File: config.mk
export PLATFORM = sky130hd
export DESIGN_NAME = hamming74_encoder
export DESIGN_NICKNAME = d
export VERILOG_FILES = /design/src/rtl/hamming74_encoder.sv
export SDC_FILE = /design/constraint.sdc
export NUM_CORES = 1
export LEC_CHECK = 0
export CORE_MARGIN = 10
export CORE_UTILIZATION = 37
export CTS_CLUSTER_DIAMETER = 200
export DETAILED_ROUTE_END_ITERATION = 8
export PLACE_DENSITY_LB_ADDON = 0.2
export SETUP_SLACK_MARGIN = 0.05
export SLEW_MARGIN = 20
export SYNTH_ARGS = -nofsm -noshare
export SYNTH_HDL_FRONTEND = slang
export SYNTH_SLANG_ARGS = --single-unit
File: constraint.sdc
create_clock -name clk -period 2.23 [get_ports clk]
set_input_delay 0.446 -clock clk [delete_from_list [all_inputs] [get_ports clk]]
set_output_delay 0.446 -clock clk [all_outputs]
set_load 0.03 [all_outputs]
File: src/rtl/hamming74_encoder.sv
// Purpose : Sequential Hamming(7,4) encoder, one parity bit per cycle, even/odd parity per word.
// Latency : out_valid rises on the 3rd rising edge after the accepting edge; min 5 cycles/word.
// Backpr. : holds code_out/out_valid in DONE until out_ready; in_ready low while a word is in flight.
//
// Ports:
//   clk, rst_n          clock (rising edge), asynchronous active-low reset
//   in_valid/in_ready   input handshake for data_in (d3..d0) and mode (1=even, 0=odd)
//   out_valid/out_ready output handshake for code_out (bit index = Hamming position - 1)
//   word_cnt            saturating count of delivered codewords (CNT_W bits)
// Optional macro HAMMING_ERR_INJECT_EN adds inj_en/inj_pos: flip codeword bit inj_pos-1
// (inj_pos=0 means no flip), both sampled with the accepted word.
module hamming74_encoder #(
   parameter int CNT_W = 16
) (
   input  logic             clk,
   input  logic             rst_n,
   input  logic             in_valid,
   output logic             in_ready,
   input  logic [3:0]       data_in,
   input  logic             mode,
`ifdef HAMMING_ERR_INJECT_EN
   input  logic             inj_en,
   input  logic [2:0]       inj_pos,
`endif
   output logic             out_valid,
   input  logic             out_ready,
   output logic [6:0]       code_out,
   output logic [CNT_W-1:0] word_cnt
);

   typedef enum logic [2:0] {
      IDLE = 3'd0,
      P1   = 3'd1,
      P2   = 3'd2,
      P4   = 3'd3,
      DONE = 3'd4
   } state_t;

   state_t     state_q, state_d;
   logic [3:0] data_q;
   logic       mode_q;
   logic       p1_q, p2_q;
   logic       odd_inv;
   logic       p4;
   logic [6:0] codeword;
   logic [6:0] inj_mask;

`ifdef HAMMING_ERR_INJECT_EN
   logic       inj_en_q;
   logic [2:0] inj_pos_q;
`endif

   // Gating with rst_n keeps in_ready low for the whole reset, not just after the first edge.
   assign in_ready = (state_q == IDLE) && rst_n;

   // Odd parity is even parity inverted; always taken from the latched mode.
   assign odd_inv = ~mode_q;
   assign p4      = data_q[1] ^ data_q[2] ^ data_q[3] ^ odd_inv;

   always_comb begin
      codeword = {data_q[3], data_q[2], data_q[1], p4, data_q[0], p2_q, p1_q};
      inj_mask = 7'd0;
`ifdef HAMMING_ERR_INJECT_EN
      if (inj_en_q && (inj_pos_q != 3'd0)) begin
         inj_mask = 7'd1 << (inj_pos_q - 3'd1);
      end
`endif
   end

   always_ff @(posedge clk or negedge rst_n) begin
      if (!rst_n) begin
         state_q <= IDLE;
      end else begin
         state_q <= state_d;
      end
   end

   always_comb begin
      state_d = state_q;
      case (state_q)
         IDLE:    if (in_valid && in_ready) state_d = P1;
         P1:      state_d = P2;
         P2:      state_d = P4;
         P4:      state_d = DONE;
         DONE:    if (out_valid && out_ready) state_d = IDLE;
         default: state_d = IDLE;
      endcase
   end

   always_ff @(posedge clk or negedge rst_n) begin
      if (!rst_n) begin
         data_q    <= 4'd0;
         mode_q    <= 1'b0;
         p1_q      <= 1'b0;
         p2_q      <= 1'b0;
         code_out  <= 7'd0;
         out_valid <= 1'b0;
         word_cnt  <= '0;
`ifdef HAMMING_ERR_INJECT_EN
         inj_en_q  <= 1'b0;
         inj_pos_q <= 3'd0;
`endif
      end else begin
         case (state_q)
            IDLE: begin
               if (in_valid && in_ready) begin
                  data_q <= data_in;
                  mode_q <= mode;
`ifdef HAMMING_ERR_INJECT_EN
                  inj_en_q  <= inj_en;
                  inj_pos_q <= inj_pos;
`endif
               end
            end
            P1: p1_q <= data_q[0] ^ data_q[1] ^ data_q[3] ^ odd_inv;
            P2: p2_q <= data_q[0] ^ data_q[2] ^ data_q[3] ^ odd_inv;
            P4: begin
               code_out  <= codeword ^ inj_mask;
               out_valid <= 1'b1;
            end
            DONE: begin
               if (out_valid && out_ready) begin
                  out_valid <= 1'b0;
                  if (word_cnt != {CNT_W{1'b1}}) begin
                     word_cnt <= word_cnt + CNT_W'(1);
                  end
               end
            end
            default: out_valid <= 1'b0;
         endcase
      end
   end

endmodule

* Word-level counts from Yosys, hierarchy flattened
Cells that the tools add are included.
Storage, ports and cells: output and inout port bits 25, bits in registers 34, bits of input ports 9, logic and storage cells 41
Cells by class: mux-type cells 5, equality and inequality tests 7, add/sub/neg operators 1, bitwise gates (word level) 11, reductions and logical operators 9
Operator list (count):
- adder 16 x 1 -> 16 bit (second input constant) | 1
- inequality test 16 bit (second input constant) | 1
- one-hot mux 3 bit (5 select lines) | 1
- bitwise XOR 1 bit | 9
- equality test 3 x 2 -> 1 bit (second input constant) | 2
- two-way mux 3 bit | 2
- AND reduction 2 bit | 3
- equality test 3 x 1 -> 1 bit (second input constant) | 1
- equality test 3 bit (second input constant) | 1
- logical AND 1 bit | 3
- logical NOT 3 bit | 1
- one-hot mux 1 bit (3 select lines) | 1
- AND reduction 3 bit | 1
- OR reduction 3 bit | 1
- inequality test 2 x 1 -> 1 bit (second input constant) | 1
- inequality test 2 bit (second input constant) | 1
- inverter 1 bit | 2
- two-way mux 1 bit | 1

* Longest topological paths before layout
Gate-level depths: netlist of run 1.
depth after elaboration 5, depth in mapped cells 5, depth with buffers taken out 5

* Least setup slack after synthesis of run 1
Ideal clock, no wire load.
kind flip-flop to flip-flop, start reg word_cnt[0], end reg word_cnt[1], cell stages (with the launch flop) 6, period minus slack after synthesis 1829 ps, data arrival time 1704 ps, library setup time 125 ps, path slack 401 ps, path buffers 0, cell sequence dfrtp_1 -> ha_1 -> and3_1 -> and4_1 -> nor2_1 -> mux2_2
Between the ends: cells in the longest elaborated chain, start to end 2, elaborated cells on any way between the ends 3, those cells by class add/sub (1); eq/ne (1); reduce/logical (1)
RTL lines:
- start: declaration | RTL line 28 | output logic [CNT_W-1:0] word_cnt
- start signal: assignment | RTL line 125 | word_cnt <= word_cnt + CNT_W'(1);
- branches (longest 2 deep; another with adder 16 x 1 -> 16 bit)
Several ways; the timed one is not identified. A chain may end at the register's enable or synchronous reset.

* Worst setup path after layout of run 1
start reg word_cnt[11], end out word_cnt[11]
No word-level cell between the ends.

==> metrics, run 1 <==
HP Class=reg -> reg; Mean Syn Cell Area=approximately 12 sq um; Comb power frac=between 40% and 50%; PnR worst setup slack=about 0.33 ns; syn nets=~140; GR peak layer=met2; HPWL after DPL=roughly 2600 um; hold_sp=p2_q$_DFFE_PN0P_; pin count of the biggest net entering global routing=35; Distinct cells, synth=30; Final Critical Period=~1.9 ns; Worst R2R Start=state_q[1]$_DFFE_PN0P_; initial antenna violation count=0; Cell Area, Synth=roughly 1600 sq um; Ports=34; CP Launch Type=flip-flop; RD Place Congestion=about 0.78; overall track demand over capacity in global routing=between 10% and 20%; routed vias=around 1.2k; Die Width=between 80 and 90 um; Vias/cell=approximately 5.2; Die H=85.35 um; outcome=complete, no violations; Util after Layout=approximately half; CTS Hold Bufs=0; met3 Track Usage GR=6.214%; Die ar.=7285 sq um; most common cell after layout, fill and taps aside=dfrtp_1; Pins Over Slew Limit=0; CP Max Fanout=6; Routed Antenna Nets=0; Initial Utilization=between 30% and 40%; global-route wire length before repair=~6200 um; Seq/Total Area, Yosys=between 50% and 60%; core area=roughly 4100 sq um; M1 GR Usage=between 10% and 20%; WP data arrival=approximately 1.5 ns; CP endpoint kind=output pin; CP bufs+invs=1; cell-by-cell trace of the critical path=clkdlybuf4s50_1; post-CTS setup buffer count=0; Switching Share=between 30 and 40%; number of port buffers=33; grt met2 use=between 10% and 20%; Post-Route Skew=~0.0083 ns; TritonCTS Buffers=5; Clk pwr share=between 10% and 20%; worst slew pin tran=about 0.53 ns; Synth Register Bits=34; RSZ-0062 raised after global routing=false; clock-pin slew on the worst setup and hold paths=about 0.060 ns; CTS tree=built; diode count=0; clk sink count=34; Resized cells post-CTS=0; gr ovfl total=0; most frequent cells in the layout=dfrtp_1 (34), clkdlybuf4s50_1 (32), mux2_2 (13); Crit path largest cell delay=between 0.7 and 0.8 ns; pre-CTS WS=approximately 0.17 ns; DR pass1 iterations=4; kind of critical path=reg -> out; PwrDens=between 1000 and 1500 nW/um^2; final wirelength=between 3000 and 4000 um; wire length per cell=approximately 16 um; Int Pwr=1548 uW; Layout Area Growth over Synthesis=29.77%; vias in the first global route=1212; H-tree levels=2; Post-route DRC=0; Sw Pwr=between 900 and 1000 uW; cell family with most CP delay=buffers and inverters; Flop pwr share=between 40% and 50%; Synth warnings=0; clock tree root driver cell=clkbuf_8; clk_lat worst skew=0.29 ns; Syn Inst Count=around 130; WHS=between 0.4 and 0.5 ns; DR iter-0 viols=65; Worst EP required=1.78 ns; final setup fails=0; max-cap violation count=0; Max clock buf depth=2; layout cells sized above 1=14.37%; Max VDD drop=0.0007504 V; Final Hold Viols=0; Final nets=around 180; num rows=23; setup tns final=0 ns; Crit-path slowest cell=clkdlybuf4s50_1; highest clock rate=around 530 MHz; Slew headroom=between 60% and 70%; crit path from=word_cnt[11]$_DFFE_PN0P_; Tcrit/Tclk final=between 80 and 90%; Leak=between 0.0008 and 0.0009 uW
==> per-layer routing <==
| metal | vias to the layer above | share of wire [%] |
|---|---|---|
| li1 | 562 | - |
| met4 | 0 | 1.5 |
| met1 | 555 | 44 |
| met3 | 6 | 9.1 |
| met5 | - | 0 |
| met2 | 32 | 45 |
==> path summary, 6_finish.rpt <==
path | to | slack [ns] | depth (start not counted)
max | word_cnt[11] | 0.33 | 1
min | p2_q$_DFFE_PN0P_ | 0.49 | 2
max reg2reg | word_cnt[12]$_DFFE_PN0P_ | 0.38 | 4
min reg2reg | p2_q$_DFFE_PN0P_ | 0.49 | 2
max in group asynchronous | code_out[4]$_DFFE_PN0N_ | 1.22 | 2
min in group asynchronous | word_cnt[13]$_DFFE_PN0P_ | 0.68 | 2
==> registers in the layout (all words and copies together), names as in the netlist <==
signal,flops
word_cnt,16
code_out,7
data_q,4
state_q,3
mode_q,1
out_valid,1
p1_q,1
p2_q,1
==> cells by family (layout without fill, tap and decap cells) <==
logic type | count (synthesis) | count (layout) | synth area share [%]
compound gates | 13 | 13 | 4.989
xor+xnor | 18 | 18 | 9.976
fa+ha+maj | 1 | 1 | 0.7916
buf+inv | 4 | 44 | 1.663
flops | 34 | 34 | 53.84
mux | 14 | 14 | 9.976
simple gates | 50 | 50 | 18.76
==> through the flow <==
stage	instances	power, uW	area [sq um]
6_report	224	2452	2051
5_1_grt	224	2649	2051
4_1_cts	224	2492	2051
3_5_place_dp	216	2017	1959
3_3_place_gp	216	1985	1959
2_1_floorplan	134	1679	1580
==> Yosys cell counts, drive strengths merged <==
master / n / area, sq um
inv: 2 / 7.510
or4b: 1 / 10.01
nand2: 10 / 37.54
a211oi: 1 / 7.510
a21oi: 2 / 10.01
nor4b: 1 / 8.760
mux2: 14 / 157.6
and3: 2 / 12.51
nor3: 2 / 10.01
and4: 4 / 35.03
nor3b: 2 / 15.01
nor2: 6 / 22.52
buf: 2 / 18.77
dfrtp: 34 / 850.8
ha: 1 / 12.51
nand3b: 1 / 7.510
and2: 2 / 12.51
a31oi: 1 / 6.260
a21boi: 1 / 7.510
or3b: 1 / 11.26
xor2: 6 / 52.55
a41oi: 2 / 17.52
nand4: 4 / 25.02
nor4: 3 / 33.78
xnor2: 12 / 105.1
o21ai: 6 / 30.03
nand3: 11 / 55.05
==> cell type report <==
| type | instances | area (sq um) |
|---|---|---|
| clock buffers | 7 | 86.33 |
| clock inverters | 1 | 5.005 |
| fillers | 373 | 2007 |
| inverters | 2 | 7.507 |
| multi-input cells | 96 | 703.2 |
| flip-flops and latches | 34 | 850.8 |
| well taps | 50 | 62.56 |
| repair buffers | 34 | 335.3 |
==> power groups by stage <==
stage | Combinational, uW | Sequential (uW) | Clock (uW)
floorplan | 543 | 1140 | 0
global placement | 989 | 996 | 0
detailed placement | 1010 | 1010 | 0
CTS | 1010 | 997 | 481
global route | 1100 | 1040 | 510
finish | 993 | 993 | 466
(Power assumes the default switching activity.)
==> run 2: changes to the inputs <==
DONT_BUFFER_PORTS = 1   (was unset)
==> metrics, run 2 (synthesis results as in run 1) <==
outcome=complete, no violations; Final Hold Viols=0; CTS Hold Bufs=2; worst slew pin tran=about 0.44 ns; Ports=34; Max VDD drop=between 0.0007 and 0.0008 V; Leak=0.0007973 uW; number of port buffers=0; final instance area=around 1800 sq um; overall track demand over capacity in global routing=about 10%; Initial Utilization=about two fifths; worst r2r path cells=4; HP Class=in -> reg; global-route wire length before repair=5940 um; DR iter-0 viols=93; WHS=0.3207 ns; CTS tree=built; max FFs per register=16; setup tns final=0 ns; Routed Antenna Nets=0; num rows=23; Tcrit/Tclk final=81.73%; PwrDens=between 1000 and 1500 nW/um^2; RD Place Congestion=0.8127; Layout Area Growth over Synthesis=14.25%; RSZ-0062 raised after global routing=false; Util after Layout=between 40 and 50%; Max clock buf depth=2; Worst EP required=between 2 and 2.5 ns; kind of critical path=reg -> reg; most frequent cells in the layout=dfrtp_1 (34), mux2_2 (13), xnor2_1 (12); final setup fails=0; clock tree root driver cell=clkbuf_8; diode count=0; routed vias=1110; WHS Path Cells=1; HPWL after DPL=between 2000 and 3000 um; Largest Register=word_cnt; H-tree levels=2; Resized cells post-CTS=0; WP data arrival=approximately 2 ns; Die Width=~85 um; gr ovfl total=0; clk_lat worst skew=between 0.2 and 0.3 ns; core area=between 4000 and 5000 sq um; clock-pin slew on the worst setup and hold paths=about 0.070 ns; CP Launch Type=flip-flop; pin count of the biggest net entering global routing=35; Post-Route Skew=0.009743 ns; max-cap violation count=0; post-CTS setup buffer count=0; Final nets=between 150 and 200; most common cell after layout, fill and taps aside=dfrtp_1; initial antenna violation count=0; wire length per cell=roughly 18 um; Final Critical Period=1.823 ns; Die ar.=between 7000 and 8000 sq um; Slew headroom=between 70 and 80%; CP endpoint kind=flip-flop; Pins Over Slew Limit=0; vias in the first global route=about 1.1k; final wirelength=roughly 3500 um; highest clock rate=between 500 and 600 MHz; biggest regs=word_cnt x16, code_out x7, data_q x4; Cell Area, Placed=1699 sq um; Post-route DRC=0; layout cells sized above 1=21.19%; DR pass1 iterations=4; Vias/cell=about 5.5; clk sink count=34; TritonCTS Buffers=5; CP Max Fanout=8; Die H=approximately 85 um
## run 2: cell count changes in the layout (fill, tap and decap cells not counted)
cell	previous run	this run
clkinv_2	1	0
clkbuf_8	6	5
buf_12	0	1
dlygate4sd3_1	0	1
clkdlybuf4s50_1	32	0
clkbuf_1	1	2
buf_4	2	10
## run 2: worst paths after layout
check / start / endpoint / slack [ns]
setup / recovery: state_q[0]$_DFFE_PN0P_ / word_cnt[15]$_DFFE_PN0P_ / 0.41
hold / removal: data_in[3] / data_q[3]$_DFFE_PN0P_ / 0.32
setup reg to reg: state_q[0]$_DFFE_PN0P_ / word_cnt[15]$_DFFE_PN0P_ / 0.41
hold reg to reg: p2_q$_DFFE_PN0P_ / p2_q$_DFFE_PN0P_ / 0.48
max in group asynchronous: rst_n / word_cnt[11]$_DFFE_PN0P_ / 1.43
min in group asynchronous: rst_n / word_cnt[4]$_DFFE_PN0P_ / 0.61
## run 2: area by class of cell
cell class,count,area [sq um]
Clock buffer,7,76.32
Fill cell,377,2252
Inverter,2,7.507
Multi-Input combinational cell,96,703.2
Sequential cell,34,850.8
Tap cell,50,62.56
Timing Repair Buffer,12,105.1
## run 2: where the power goes
group	internal, uW	switching, uW
logic	339	321
clock network	215	200
registers	808	349
total	1360	870
## run 2: routing by layer
metal | vias up | part of all wire, % | global-route usage (%)
met5 | - | 0 | 0
met2 | 31 | 47 | 15.53
met3 | 2 | 11 | 5.736
met4 | 0 | 0.76 | 4.042
met1 | 562 | 41 | 11.30
li1 | 515 | - | -
## run 2: critical path, cell delays in order (launching register included)
cell,delay (ns)
dfrtp_1,0.46
or3b_4,0.46
nor4_4,0.35
nand3_1,0.14
mux2_1,0.32
## run 2: per-stage QoR
| stage | power (uW) | setup WS [ns] | cells |
|---|---|---|---|
| finish | 2231 | 0.4074 | 201 |
| CTS | 2274 | 0.4080 | 201 |
| global placement | 1793 | 0.4558 | 192 |
| detailed placement | 1827 | 0.4095 | 192 |
| floorplan | 1679 | 0.4010 | 134 |
| global route | 2409 | 0.2859 | 201 |
